==> src/rtl/conv1_buf_ctrl_pkg.sv <==
// Shared types and buffer geometry for the conv1 output buffer controller.
// Buffer width/depth are fixed by the BRAM macro.
package conv_buf_pkg;

  typedef enum logic [1:0] {
    IDLE  = 2'd0,
    WRITE = 2'd1,
    READ  = 2'd2,
    DONE  = 2'd3
  } state_e;

  localparam int BUF_ADDR_W = 12;
  localparam int BUF_DATA_W = 8;

endpackage

==> src/rtl/conv1_buf_ctrl_if.sv <==
// Control-side bundle between the conv1 engine, the buffer port enables and conv2.
// The master modport is the controller; the slave modport is its environment.
interface conv1_buf_ctrl_if;
  import conv_buf_pkg::*;

  logic                  frame_start;
  logic                  wr_valid;
  logic                  wr_ready;
  logic                  ena;
  logic                  wea;
  logic [BUF_ADDR_W-1:0] addra;
  logic                  enb;
  logic                  web;
  logic [BUF_ADDR_W-1:0] addrb;
  logic                  rd_valid;
  logic                  rd_ready;
  logic                  rd_last;
  logic [3:0]            pass_idx;
  logic                  busy;
  logic                  done;

  modport master (
    input  frame_start, wr_valid, rd_ready,
    output wr_ready, ena, wea, addra, enb, web, addrb,
           rd_valid, rd_last, pass_idx, busy, done
  );

  modport slave (
    output frame_start, wr_valid, rd_ready,
    input  wr_ready, ena, wea, addra, enb, web, addrb,
           rd_valid, rd_last, pass_idx, busy, done
  );

endinterface

==> src/rtl/conv1_buf_ctrl_rd_seq.sv <==
// Port B replay sequencer: walks the frame RD_PASSES times into a latency-1 BRAM.
// enb doubles as the BRAM output clock enable, so a stalled word is held in doutb.
module conv1_buf_rd_seq
  import conv_buf_pkg::*;
#(
  parameter int unsigned FRAME_LEN = 676,
  parameter int unsigned RD_PASSES = 4,
  parameter int unsigned ADDR_W    = BUF_ADDR_W
) (
  input  logic              clk,
  input  logic              rst_n,
  input  logic              en_i,
  input  logic              start_i,
  input  logic              rd_ready_i,
  output logic              enb_o,
  output logic [ADDR_W-1:0] addrb_o,
  output logic              rd_valid_o,
  output logic              rd_last_o,
  output logic [3:0]        pass_idx_o,
  output logic              final_o
);

  localparam logic [ADDR_W-1:0] LAST_ADDR = ADDR_W'(FRAME_LEN - 1);
  localparam logic [3:0]        LAST_PASS = 4'(RD_PASSES - 1);

  logic              act_q, act_d;
  logic [ADDR_W-1:0] rd_ptr_q, rd_ptr_d;
  logic [3:0]        pass_q, pass_d;
  logic              rd_valid_q, rd_valid_d;
  logic              rd_last_q, rd_last_d;
  logic [3:0]        pass_idx_q, pass_idx_d;

  logic advance, issue, wrap, last_pass;

  assign advance   = en_i & (~rd_valid_q | rd_ready_i);
  assign issue     = advance & act_q;
  assign wrap      = (rd_ptr_q == LAST_ADDR);
  assign last_pass = (pass_q == LAST_PASS);

  always_comb begin
    act_d      = act_q;
    rd_ptr_d   = rd_ptr_q;
    pass_d     = pass_q;
    rd_valid_d = rd_valid_q;
    rd_last_d  = rd_last_q;
    pass_idx_d = pass_idx_q;

    // Armed on the final write beat so the first read issues the cycle READ begins.
    if (start_i) begin
      act_d    = 1'b1;
      rd_ptr_d = '0;
      pass_d   = '0;
    end

    if (issue) begin
      if (wrap) begin
        rd_ptr_d = '0;
        if (last_pass) begin
          pass_d = '0;
          act_d  = 1'b0;
        end else begin
          pass_d = pass_q + 4'd1;
        end
      end else begin
        rd_ptr_d = rd_ptr_q + 1'b1;
      end
    end

    if (advance) begin
      rd_valid_d = issue;
      rd_last_d  = issue & wrap;
      pass_idx_d = issue ? pass_q : 4'd0;
    end
  end

  always_ff @(posedge clk or negedge rst_n) begin
    if (!rst_n) begin
      act_q      <= 1'b0;
      rd_ptr_q   <= '0;
      pass_q     <= '0;
      rd_valid_q <= 1'b0;
      rd_last_q  <= 1'b0;
      pass_idx_q <= '0;
    end else begin
      act_q      <= act_d;
      rd_ptr_q   <= rd_ptr_d;
      pass_q     <= pass_d;
      rd_valid_q <= rd_valid_d;
      rd_last_q  <= rd_last_d;
      pass_idx_q <= pass_idx_d;
    end
  end

  assign enb_o      = advance;
  assign addrb_o    = rd_ptr_q;
  assign rd_valid_o = rd_valid_q;
  assign rd_last_o  = rd_last_q;
  assign pass_idx_o = pass_idx_q;
  assign final_o    = rd_valid_q & rd_ready_i & rd_last_q & (pass_idx_q == LAST_PASS);

endmodule

==> src/rtl/conv1_buf_ctrl.sv <==
// Sequences one conv1 output frame into the buffer (port A) and replays it RD_PASSES
// times to conv2 (port B); holds the frame FSM and write pointer.
module conv1_buf_ctrl
  import conv_buf_pkg::*;
#(
  parameter int unsigned FRAME_LEN = 676,
  parameter int unsigned RD_PASSES = 4,
  parameter int unsigned ADDR_W    = BUF_ADDR_W
) (
  input  logic             clk,
  input  logic             rst_n,
  conv1_buf_ctrl_if.master bus
);

  localparam logic [ADDR_W-1:0] LAST_ADDR = ADDR_W'(FRAME_LEN - 1);

  state_e            state_q, state_d;
  logic [ADDR_W-1:0] wr_ptr_q, wr_ptr_d;

  logic wr_beat, wr_last, rd_en, rd_final;
  logic wr_ready, ena, busy, done;

  assign wr_beat = (state_q == WRITE) & bus.wr_valid;
  assign wr_last = wr_beat & (wr_ptr_q == LAST_ADDR);
  assign rd_en   = (state_q == READ);

  always_comb begin
    state_d  = state_q;
    wr_ptr_d = wr_ptr_q;
    wr_ready = 1'b0;
    ena      = 1'b0;
    busy     = 1'b1;
    done     = 1'b0;

    case (state_q)
      IDLE: begin
        busy = 1'b0;
        if (bus.frame_start) state_d = WRITE;
      end
      WRITE: begin
        wr_ready = 1'b1;
        ena      = bus.wr_valid;
        if (wr_beat) wr_ptr_d = wr_last ? '0 : wr_ptr_q + 1'b1;
        if (wr_last) state_d = READ;
      end
      READ: begin
        if (rd_final) state_d = DONE;
      end
      DONE: begin
        done    = 1'b1;
        state_d = IDLE;
      end
      default: state_d = IDLE;
    endcase
  end

  always_ff @(posedge clk or negedge rst_n) begin
    if (!rst_n) begin
      state_q  <= IDLE;
      wr_ptr_q <= '0;
    end else begin
      state_q  <= state_d;
      wr_ptr_q <= wr_ptr_d;
    end
  end

  conv1_buf_rd_seq #(
    .FRAME_LEN (FRAME_LEN),
    .RD_PASSES (RD_PASSES),
    .ADDR_W    (ADDR_W)
  ) u_rd_seq (
    .clk        (clk),
    .rst_n      (rst_n),
    .en_i       (rd_en),
    .start_i    (wr_last),
    .rd_ready_i (bus.rd_ready),
    .enb_o      (bus.enb),
    .addrb_o    (bus.addrb),
    .rd_valid_o (bus.rd_valid),
    .rd_last_o  (bus.rd_last),
    .pass_idx_o (bus.pass_idx),
    .final_o    (rd_final)
  );

  // Address is parked at 0 outside WRITE so the bus reads quiet while idle.
  assign bus.addra    = (state_q == WRITE) ? wr_ptr_q : '0;
  assign bus.wr_ready = wr_ready;
  assign bus.ena      = ena;
  assign bus.wea      = ena;
  assign bus.web      = 1'b0;
  assign bus.busy     = busy;
  assign bus.done     = done;

endmodule

==> src/flat_wrapper.sv <==
// flat-port wrapper written by rule: the top's interface ports become plain ports
module conv1_buf_ctrl_flat import conv_buf_pkg::*;
#(
  parameter int unsigned FRAME_LEN = 676,
  parameter int unsigned RD_PASSES = 4,
  parameter int unsigned ADDR_W    = BUF_ADDR_W
)
  (clk, rst_n, bus_frame_start, bus_wr_valid, bus_rd_ready, bus_wr_ready, bus_ena, bus_wea, bus_addra, bus_enb, bus_web, bus_addrb, bus_rd_valid, bus_rd_last, bus_pass_idx, bus_busy, bus_done);
  conv1_buf_ctrl_if bus_i ();
  input  logic clk;
  input  logic rst_n;
  input wire logic [$bits(bus_i.frame_start)-1:0] bus_frame_start;
  input wire logic [$bits(bus_i.wr_valid)-1:0] bus_wr_valid;
  input wire logic [$bits(bus_i.rd_ready)-1:0] bus_rd_ready;
  output wire logic [$bits(bus_i.wr_ready)-1:0] bus_wr_ready;
  output wire logic [$bits(bus_i.ena)-1:0] bus_ena;
  output wire logic [$bits(bus_i.wea)-1:0] bus_wea;
  output wire logic [$bits(bus_i.addra)-1:0] bus_addra;
  output wire logic [$bits(bus_i.enb)-1:0] bus_enb;
  output wire logic [$bits(bus_i.web)-1:0] bus_web;
  output wire logic [$bits(bus_i.addrb)-1:0] bus_addrb;
  output wire logic [$bits(bus_i.rd_valid)-1:0] bus_rd_valid;
  output wire logic [$bits(bus_i.rd_last)-1:0] bus_rd_last;
  output wire logic [$bits(bus_i.pass_idx)-1:0] bus_pass_idx;
  output wire logic [$bits(bus_i.busy)-1:0] bus_busy;
  output wire logic [$bits(bus_i.done)-1:0] bus_done;
  assign bus_i.frame_start = bus_frame_start;
  assign bus_i.wr_valid = bus_wr_valid;
  assign bus_i.rd_ready = bus_rd_ready;
  assign bus_wr_ready = bus_i.wr_ready;
  assign bus_ena = bus_i.ena;
  assign bus_wea = bus_i.wea;
  assign bus_addra = bus_i.addra;
  assign bus_enb = bus_i.enb;
  assign bus_web = bus_i.web;
  assign bus_addrb = bus_i.addrb;
  assign bus_rd_valid = bus_i.rd_valid;
  assign bus_rd_last = bus_i.rd_last;
  assign bus_pass_idx = bus_i.pass_idx;
  assign bus_busy = bus_i.busy;
  assign bus_done = bus_i.done;
  conv1_buf_ctrl #(.FRAME_LEN(FRAME_LEN), .RD_PASSES(RD_PASSES), .ADDR_W(ADDR_W)) u_core (.clk(clk), .rst_n(rst_n), .bus(bus_i));
endmodule
==> config.mk <==
export PLATFORM = sky130hd
export DESIGN_NAME = conv1_buf_ctrl_flat
export DESIGN_NICKNAME = d
export VERILOG_FILES = /design/src/rtl/conv1_buf_ctrl_pkg.sv /design/src/rtl/conv1_buf_ctrl_if.sv /design/src/rtl/conv1_buf_ctrl_rd_seq.sv /design/src/rtl/conv1_buf_ctrl.sv /design/src/flat_wrapper.sv
export SDC_FILE = /design/constraint.sdc
export NUM_CORES = 1
export LEC_CHECK = 0
export CAP_MARGIN = 20
export CORE_UTILIZATION = 51
export DETAILED_ROUTE_END_ITERATION = 6
export GPL_ROUTABILITY_DRIVEN = 0
export GPL_TIMING_DRIVEN = 0
export PLACE_DENSITY = 0.79
export SLEW_MARGIN = 10
export SYNTH_ARGS = -nofsm -noshare
export SYNTH_HDL_FRONTEND = slang
export SYNTH_SLANG_ARGS = --single-unit
==> constraint.sdc <==
create_clock -name clk -period 2.63 [get_ports clk]
set_input_delay 0.263 -clock clk [delete_from_list [all_inputs] [get_ports clk]]
set_output_delay 0.263 -clock clk [all_outputs]
set_load 0.02 [all_outputs]
==> flow_metrics.env, run 1 <==
export IMPL_hp_class="input pin to asynchronous set/reset pin"
export IMPL_clockBufferDepth=2
export IMPL_async_flop_share_pct=100.0
export IMPL_clockRootBuffer="clkbuf_8"
export IMPL_fin_crit_ns=2.454
export IMPL_via_per_inst=5.652
export IMPL_dp_hpwl_microns=3137
export IMPL_layout_setup_ws_ns=0.1758
export IMPL_p_per_area_mw_per_mm2=585.2
export IMPL_wl_met1_microns=2097
export IMPL_path_cells="inv_1 > ha_1 > buf_2 > clkbuf_1 > and2_1 > clkdlybuf4s50_1"
export IMPL_setup_violations=0
export IMPL_p_leak_nw=1.182
export IMPL_synth_common_cells="dfrtp_1, nand2_1, nand3_1"
export IMPL_tns_ns=0
export IMPL_initial_core_util_pct=55.01
export IMPL_worst_endpoint_required_ns=2.37
export IMPL_skew_ns=0.004839
export IMPL_status="complete, no violations"
export IMPL_rows=22
export IMPL_synth_top_family_by_area="simple AND/OR/NAND/NOR gates"
export IMPL_grt_pass1_vias=1719
export IMPL_cts_tree="done"
export IMPL_slew_violations=0
export IMPL_grt_remaining_overflow=0
export IMPL_cap_violations=0
export IMPL_finalWirelength_microns=4458
export IMPL_drive_gt1_share_pct=8.209
export IMPL_synth_seq_area_share_pct=44.31
export IMPL_path_buf_inv=4
export IMPL_core_area_sq_mm=0.003799
export IMPL_die_area_sq_mm=0.004357
export IMPL_vias=1786
export IMPL_die_width_microns=66.01
export IMPL_finalNonFillerCells=316
export IMPL_yosysMostFrequentCell="dfrtp_1"
export IMPL_critPathLaunchType="flip-flop"
export IMPL_synth_largest_area_cell="dfrtp_1"
export IMPL_ir_worst_vdd_mv=0.2727
export IMPL_syn_nets=231
export IMPL_synthAdderAreaFrac_pct=4.790
export IMPL_critPathMaxStageDelay_ns=0.60
export IMPL_wl_per_cell_microns=14.11
export IMPL_synth_top_area_share_pct=44.31
export IMPL_syn_inst=218
export IMPL_rr_worst_depth=7
export IMPL_cp_depth=6
export IMPL_grt_max_degree=37
export IMPL_slowest_stage="clkdlybuf4s50_1"
export IMPL_clk_latency_ns=0.29
export IMPL_synth_compound_area_share_pct=11.32
export IMPL_antenna_found_initial=0
export IMPL_place_inst=307
export IMPL_die_y_microns=66.01
export IMPL_crit_type="flip-flop to output port"
export IMPL_worstPathMaxFanout=10
export IMPL_synthTopCellsByArea="dfrtp_1, nand3_1, ha_1, nand2_1, and2_1"
export IMPL_drt_initial_drc_count=63
export IMPL_dr_max_layer_used="met4"
export IMPL_synth_edff_count=0
export IMPL_grt_util_all_layers_pct=23.36
export IMPL_synth_distinct_cells=47
export IMPL_endpoint_kind="output port"
export IMPL_grt_pass1_wl_microns=7790
export IMPL_firstDrtPassIters=4
export IMPL_max_freq_mhz=407.5
export IMPL_route_detailed_drc=0
export IMPL_wl_met3_microns=219
export IMPL_htree_levels=2
export IMPL_synth_simple_area_share_pct=30.96
export IMPL_syn_area_sq_mm=0.002090
export IMPL_yosysWarningCount=0
export IMPL_diodes=0
export IMPL_tightest_slew_ns=0.5032
export IMPL_ant_nets=0
export IMPL_numCtsBuffers=5
export IMPL_synthXorXnorAreaFrac_pct=3.772
export IMPL_grt_setup_unrepaired="no"
export IMPL_timing_final_hold_violations=0
export IMPL_ys_seq_elements=37
export IMPL_fin_crit_sh_pct=93.32
export IMPL_cp_data_arrival_time_ns=2.19
export IMPL_place_ws_ns=0.4249
export IMPL_critPathTopFamily="buffers and inverters"
export IMPL_slew_headroom_pct=66.45
export IMPL_io_pins=42
export IMPL_nets=280
export IMPL_muxShareOfSynthArea_pct=1.497
export IMPL_port_buffers=40
export IMPL_areaGrowthSynthToFinish_pct=27.19
export IMPL_r2r_setup_slack_ns=0.42
export IMPL_wl_met2_microns=2095
export IMPL_postSynthAreaPerCell_sq_um=9.585
export IMPL_cts_sinks=37
export IMPL_clk_pin_slew_worst_paths_ns=0.07
export IMPL_post_cts_buffers=0
export IMPL_synth_ff_type="dfrtp_1"
==> state kept, by name, indices dropped and copies added (netlist names) <==
register / flops
u_core.u_rd_seq.rd_valid_o: 1
u_core.state_q: 2
u_core.wr_ptr_q: 12
u_core.u_rd_seq.pass_idx_o: 4
u_core.u_rd_seq.pass_q: 4
u_core.u_rd_seq.addrb_o: 12
u_core.u_rd_seq.rd_last_o: 1
u_core.u_rd_seq.act_q: 1
==> area by class of cell <==
type / instances / area [sq um]
plain buffers: 8 / 40.04
clock buffers: 6 / 72.57
clock inverters: 2 / 10.01
inverters: 7 / 26.28
multi-input cells: 166 / 1097
flip-flops and latches: 37 / 925.9
well taps: 48 / 60.06
fillers: 326 / 1141
repair buffers: 42 / 425.4
==> routing by layer <==
| layer | vias to the layer above | GRT usage [%] |
|---|---|---|
| li1 | 881 | - |
| met4 | 0 | 7.713 |
| met3 | 7 | 5.517 |
| met5 | - | 0 |
| met1 | 851 | 30.38 |
| met2 | 47 | 38.14 |
==> report_power, final <==
group,switching (mW),total [mW],leakage (nW),internal (mW)
Sequential,0.0625,0.679,0.503,0.616
Clock,0.195,0.378,0.0450,0.184
Combinational,0.267,0.498,0.634,0.231
Total,0.524,1.56,1.18,1.03
==> repair_timing <==
action                                 in CTS  in global routing
hold buffers                                1                  0
endpoints found under the hold margin      37                  0
resized for setup                           0                  0
==> path summary, 6_finish.rpt <==
check	from	endpoint
min reg2reg	u_core.u_rd_seq.rd_last_o$_DFFE_PN0P_	u_core.u_rd_seq.rd_last_o$_DFFE_PN0P_
max reg2reg	u_core.state_q[1]$_DFFE_PN0P_	u_core.state_q[1]$_DFFE_PN0P_
min in group clk	u_core.u_rd_seq.rd_last_o$_DFFE_PN0P_	u_core.u_rd_seq.rd_last_o$_DFFE_PN0P_
max in group asynchronous	rst_n	u_core.u_rd_seq.addrb_o[9]$_DFFE_PN0P_
min	rst_n	u_core.state_q[0]$_DFFE_PN0P_
max	u_core.state_q[1]$_DFFE_PN0P_	bus_addra[8]
==> logic make-up (layout without fill, tap and decap cells) <==
kind of cell	count (synthesis)	in the layout
and+or+nand+nor	114	114
xor gates and xnor gates	9	9
AOI/OAI and AO/OA	31	31
muxes	3	3
other	1	1
adders and majority gates	8	8
buffers and inverters	15	65
DFF	37	37
==> per-stage QoR <==
stage / util [%] / cell area [sq um] / hold WS, ns / power [mW]
6_report: 69.96 / 2658 / 0.2972 / 1.555
5_1_grt: 69.96 / 2658 / 0.3016 / 1.656
4_1_cts: 69.96 / 2658 / 0.3016 / 1.571
3_5_place_dp: 67.52 / 2565 / 0.06424 / 1.193
3_3_place_gp: 67.13 / 2550 / 0.5032 / 1.179
2_1_floorplan: - / 2090 / -0.03259 / 1.010
==> layout by cell type (no fill, tap or decap), types with 2 or more instances in the layout <==
cell             Yosys  final
clkbuf_1             4      5
ha_1                 8      8
dfrtp_1             37     37
o211ai_1             3      3
clkdlybuf4s50_1      0     39
and4_1               4      4
a22o_1               4      4
buf_2                2      3
inv_1                7      7
a211oi_1             2      2
xnor2_1              8      8
nor2_1              13     13
nand4_1              7      7
o21ai_0              6      6
nor2b_1              2      2
buf_4                2      2
a31o_2               2      2
and2_1              12     12
mux2i_1              2      2
a31oi_1              2      2
nand2_1             24     24
nand2b_1             4      4
or3_1                2      2
a211o_1              3      3
clkbuf_8             0      5
nand3_1             22     22
or2_2                2      2
or4_1                2      2
clkinv_2             0      2
and3_1               5      5
nor4b_1              2      2
nor3_1               6      6
a21oi_1              2      2
Power figures use the tool's default switching activity.
==> inputs of run 2 (changes only) <==
CORE_MARGIN = 2   (was not set)
CORE_UTILIZATION = 53   (was 51)
CTS_BUF_LIST = sky130_fd_sc_hd__clkbuf_2 sky130_fd_sc_hd__clkbuf_4 sky130_fd_sc_hd__clkbuf_8   (was not set)
HOLD_SLACK_MARGIN = 0.02   (was not set)
PLACE_DENSITY = 0.82   (was 0.79)
==> run 2 against run 1 <==
First-iteration DRC count is 16% higher; critical endpoint is now bus_addra[7]; setup slack worse by 0.029 ns; worst hold slack better by 0.0061 ns; sequential share of layout area hardly changed; flip-flop and latch count stayed put; final area is 0.14% higher; final cell count stayed put; power is 0.53% higher; largest cell class unchanged; clock skew hardly changed; critical path type unchanged.
==> flow_metrics.env, run 2 (same netlist as run 1, synthesis figures left out) <==
export IMPL_status="complete, no violations"
export IMPL_port_buffers=40
export IMPL_slowest_stage="clkdlybuf4s50_1"
export IMPL_fin_crit_ns=2.483
export IMPL_cts_tree="done"
export IMPL_initial_core_util_pct=56.23
export IMPL_finalNonFillerCells=316
export IMPL_path_buf_inv=4
export IMPL_die_y_microns=66.79
export IMPL_antenna_found_initial=0
export IMPL_p_leak_nw=1.185
export IMPL_finalWirelength_microns=4467
export IMPL_p_int_mw=1.041
export IMPL_grt_pass1_vias=1726
export IMPL_cap_violations=0
export IMPL_worstPathMaxFanout=10
export IMPL_io_pins=42
export IMPL_timing_final_hold_violations=0
export IMPL_tightest_slew_ns=0.5258
export IMPL_fin_util_pct=71.62
export IMPL_endpoint_kind="output port"
export IMPL_wl_per_cell_microns=14.14
export IMPL_die_area_sq_mm=0.004461
export IMPL_cp_depth=6
export IMPL_via_per_inst=5.680
export IMPL_dp_hpwl_microns=3253
export IMPL_combPwrFrac_pct=31.9
export IMPL_layout_cells_most_common="clkdlybuf4s50_1"
export IMPL_sw_frac_of_total_pct=33.40
export IMPL_grt_remaining_overflow=0
export IMPL_grt_max_degree=37
export IMPL_route_detailed_drc=0
export IMPL_path_cells="inv_1 > ha_1 > buf_2 > clkbuf_1 > and2_1 > clkdlybuf4s50_1"
export IMPL_tns_ns=0
export IMPL_clockBufferDepth=2
export IMPL_slew_violations=0
export IMPL_clk_pin_slew_worst_paths_ns=0.07
export IMPL_diodes=0
export IMPL_worst_endpoint_required_ns=2.37
export IMPL_p_per_area_mw_per_mm2=587.5
export IMPL_cts_sinks=37
export IMPL_clk_latency_ns=0.28
export IMPL_crit_type="flip-flop to output port"
export IMPL_mostFrequentLayoutCells="clkdlybuf4s50_1, dfrtp_1, nand2_1, nand3_1, nor2_1"
export IMPL_critPathLaunchType="flip-flop"
export IMPL_rr_worst_depth=7
export IMPL_critPathTopFamily="buffers and inverters"
export IMPL_firstDrtPassIters=4
export IMPL_nets=280
export IMPL_skew_ns=0.005022
export IMPL_die_width_microns=66.79
export IMPL_areaGrowthSynthToFinish_pct=27.37
export IMPL_place_inst=307
export IMPL_clockRootBuffer="clkbuf_8"
export IMPL_hp_class="input pin to asynchronous set/reset pin"
export IMPL_drt_initial_drc_count=73
export IMPL_setup_violations=0
export IMPL_seqPwrFrac_pct=43.6
export IMPL_p_clk_share_pct=24.6
export IMPL_post_cts_buffers=0
export IMPL_rows=22
export IMPL_finalPower_mw=1.563
export IMPL_vias=1795
export IMPL_grt_pass1_wl_microns=7645
export IMPL_p_sw_mw=0.5223
export IMPL_htree_levels=2
export IMPL_grt_util_all_layers_pct=22.55
export IMPL_grt_setup_unrepaired="no"
export IMPL_max_freq_mhz=402.7
export IMPL_cp_data_arrival_time_ns=2.22
export IMPL_core_area_sq_mm=0.003716
export IMPL_fin_crit_sh_pct=94.41
export IMPL_slew_headroom_pct=64.95
export IMPL_critPathMaxStageDelay_ns=0.59
export IMPL_drive_gt1_share_pct=8.582
export IMPL_numCtsBuffers=5
export IMPL_ir_worst_vdd_mv=0.4038
export IMPL_ant_nets=0
-- run 2: metal layers --
| layer | wire length (microns) | GRT usage [%] |
|---|---|---|
| met1 | 2080 | 28.49 |
| met2 | 2183 | 38.25 |
| met5 | 0 | 0 |
| met3 | 153 | 4.392 |
| met4 | 50 | 8.163 |
-- run 2: power by group through the flow --
stage	combinational, mW	sequential, mW	clock, mW
global route	0.560	0.687	0.417
floorplan	0.335	0.674	0
finish	0.498	0.681	0.384
CTS	0.505	0.680	0.396
global placement	0.489	0.688	0
detailed placement	0.502	0.692	0
-- run 2: final timing paths --
check	slack [ns]	from	endpoint
worst max-delay path	0.15	u_core.state_q[1]$_DFFE_PN0P_	bus_addra[7]
worst min register to register	0.52	u_core.u_rd_seq.rd_last_o$_DFFE_PN0P_	u_core.u_rd_seq.rd_last_o$_DFFE_PN0P_
worst min-delay path	0.30	rst_n	u_core.state_q[1]$_DFFE_PN0P_
max in group asynchronous	1.95	rst_n	u_core.u_rd_seq.addrb_o[5]$_DFFE_PN0P_
min in group clk	0.52	u_core.u_rd_seq.rd_last_o$_DFFE_PN0P_	u_core.u_rd_seq.rd_last_o$_DFFE_PN0P_
worst max register to register	0.43	u_core.state_q[1]$_DFFE_PN0P_	u_core.state_q[1]$_DFFE_PN0P_
-- run 2: layout make-up --
| class | instances | area [sq um] |
|---|---|---|
| fillers | 299 | 1055 |
| plain buffers | 8 | 40.04 |
| well taps | 48 | 60.06 |
| flip-flops and latches | 37 | 925.9 |
| multi-input cells | 166 | 1097 |
| clock inverters | 2 | 10.01 |
| repair buffers | 42 | 425.4 |
| inverters | 7 | 26.28 |
| clock buffers | 6 | 76.32 |
-- run 2: metrics by stage --
stage	hold WS (ns)	cell area (sq um)	worst slack, ns
finish	0.3033	2661	0.1470
global route	0.3312	2661	0.01163
CTS	0.2986	2661	0.1375
detailed placement	0.06898	2565	0.4097
global placement	0.4957	2550	0.4393
floorplan	-0.03259	2090	0.4742
-- run 2: what timing repair did --
action | CTS | global route
gates resized for setup | 0 | 0
endpoints found under the hold margin | 37 | 0
hold buffers | 1 | 0
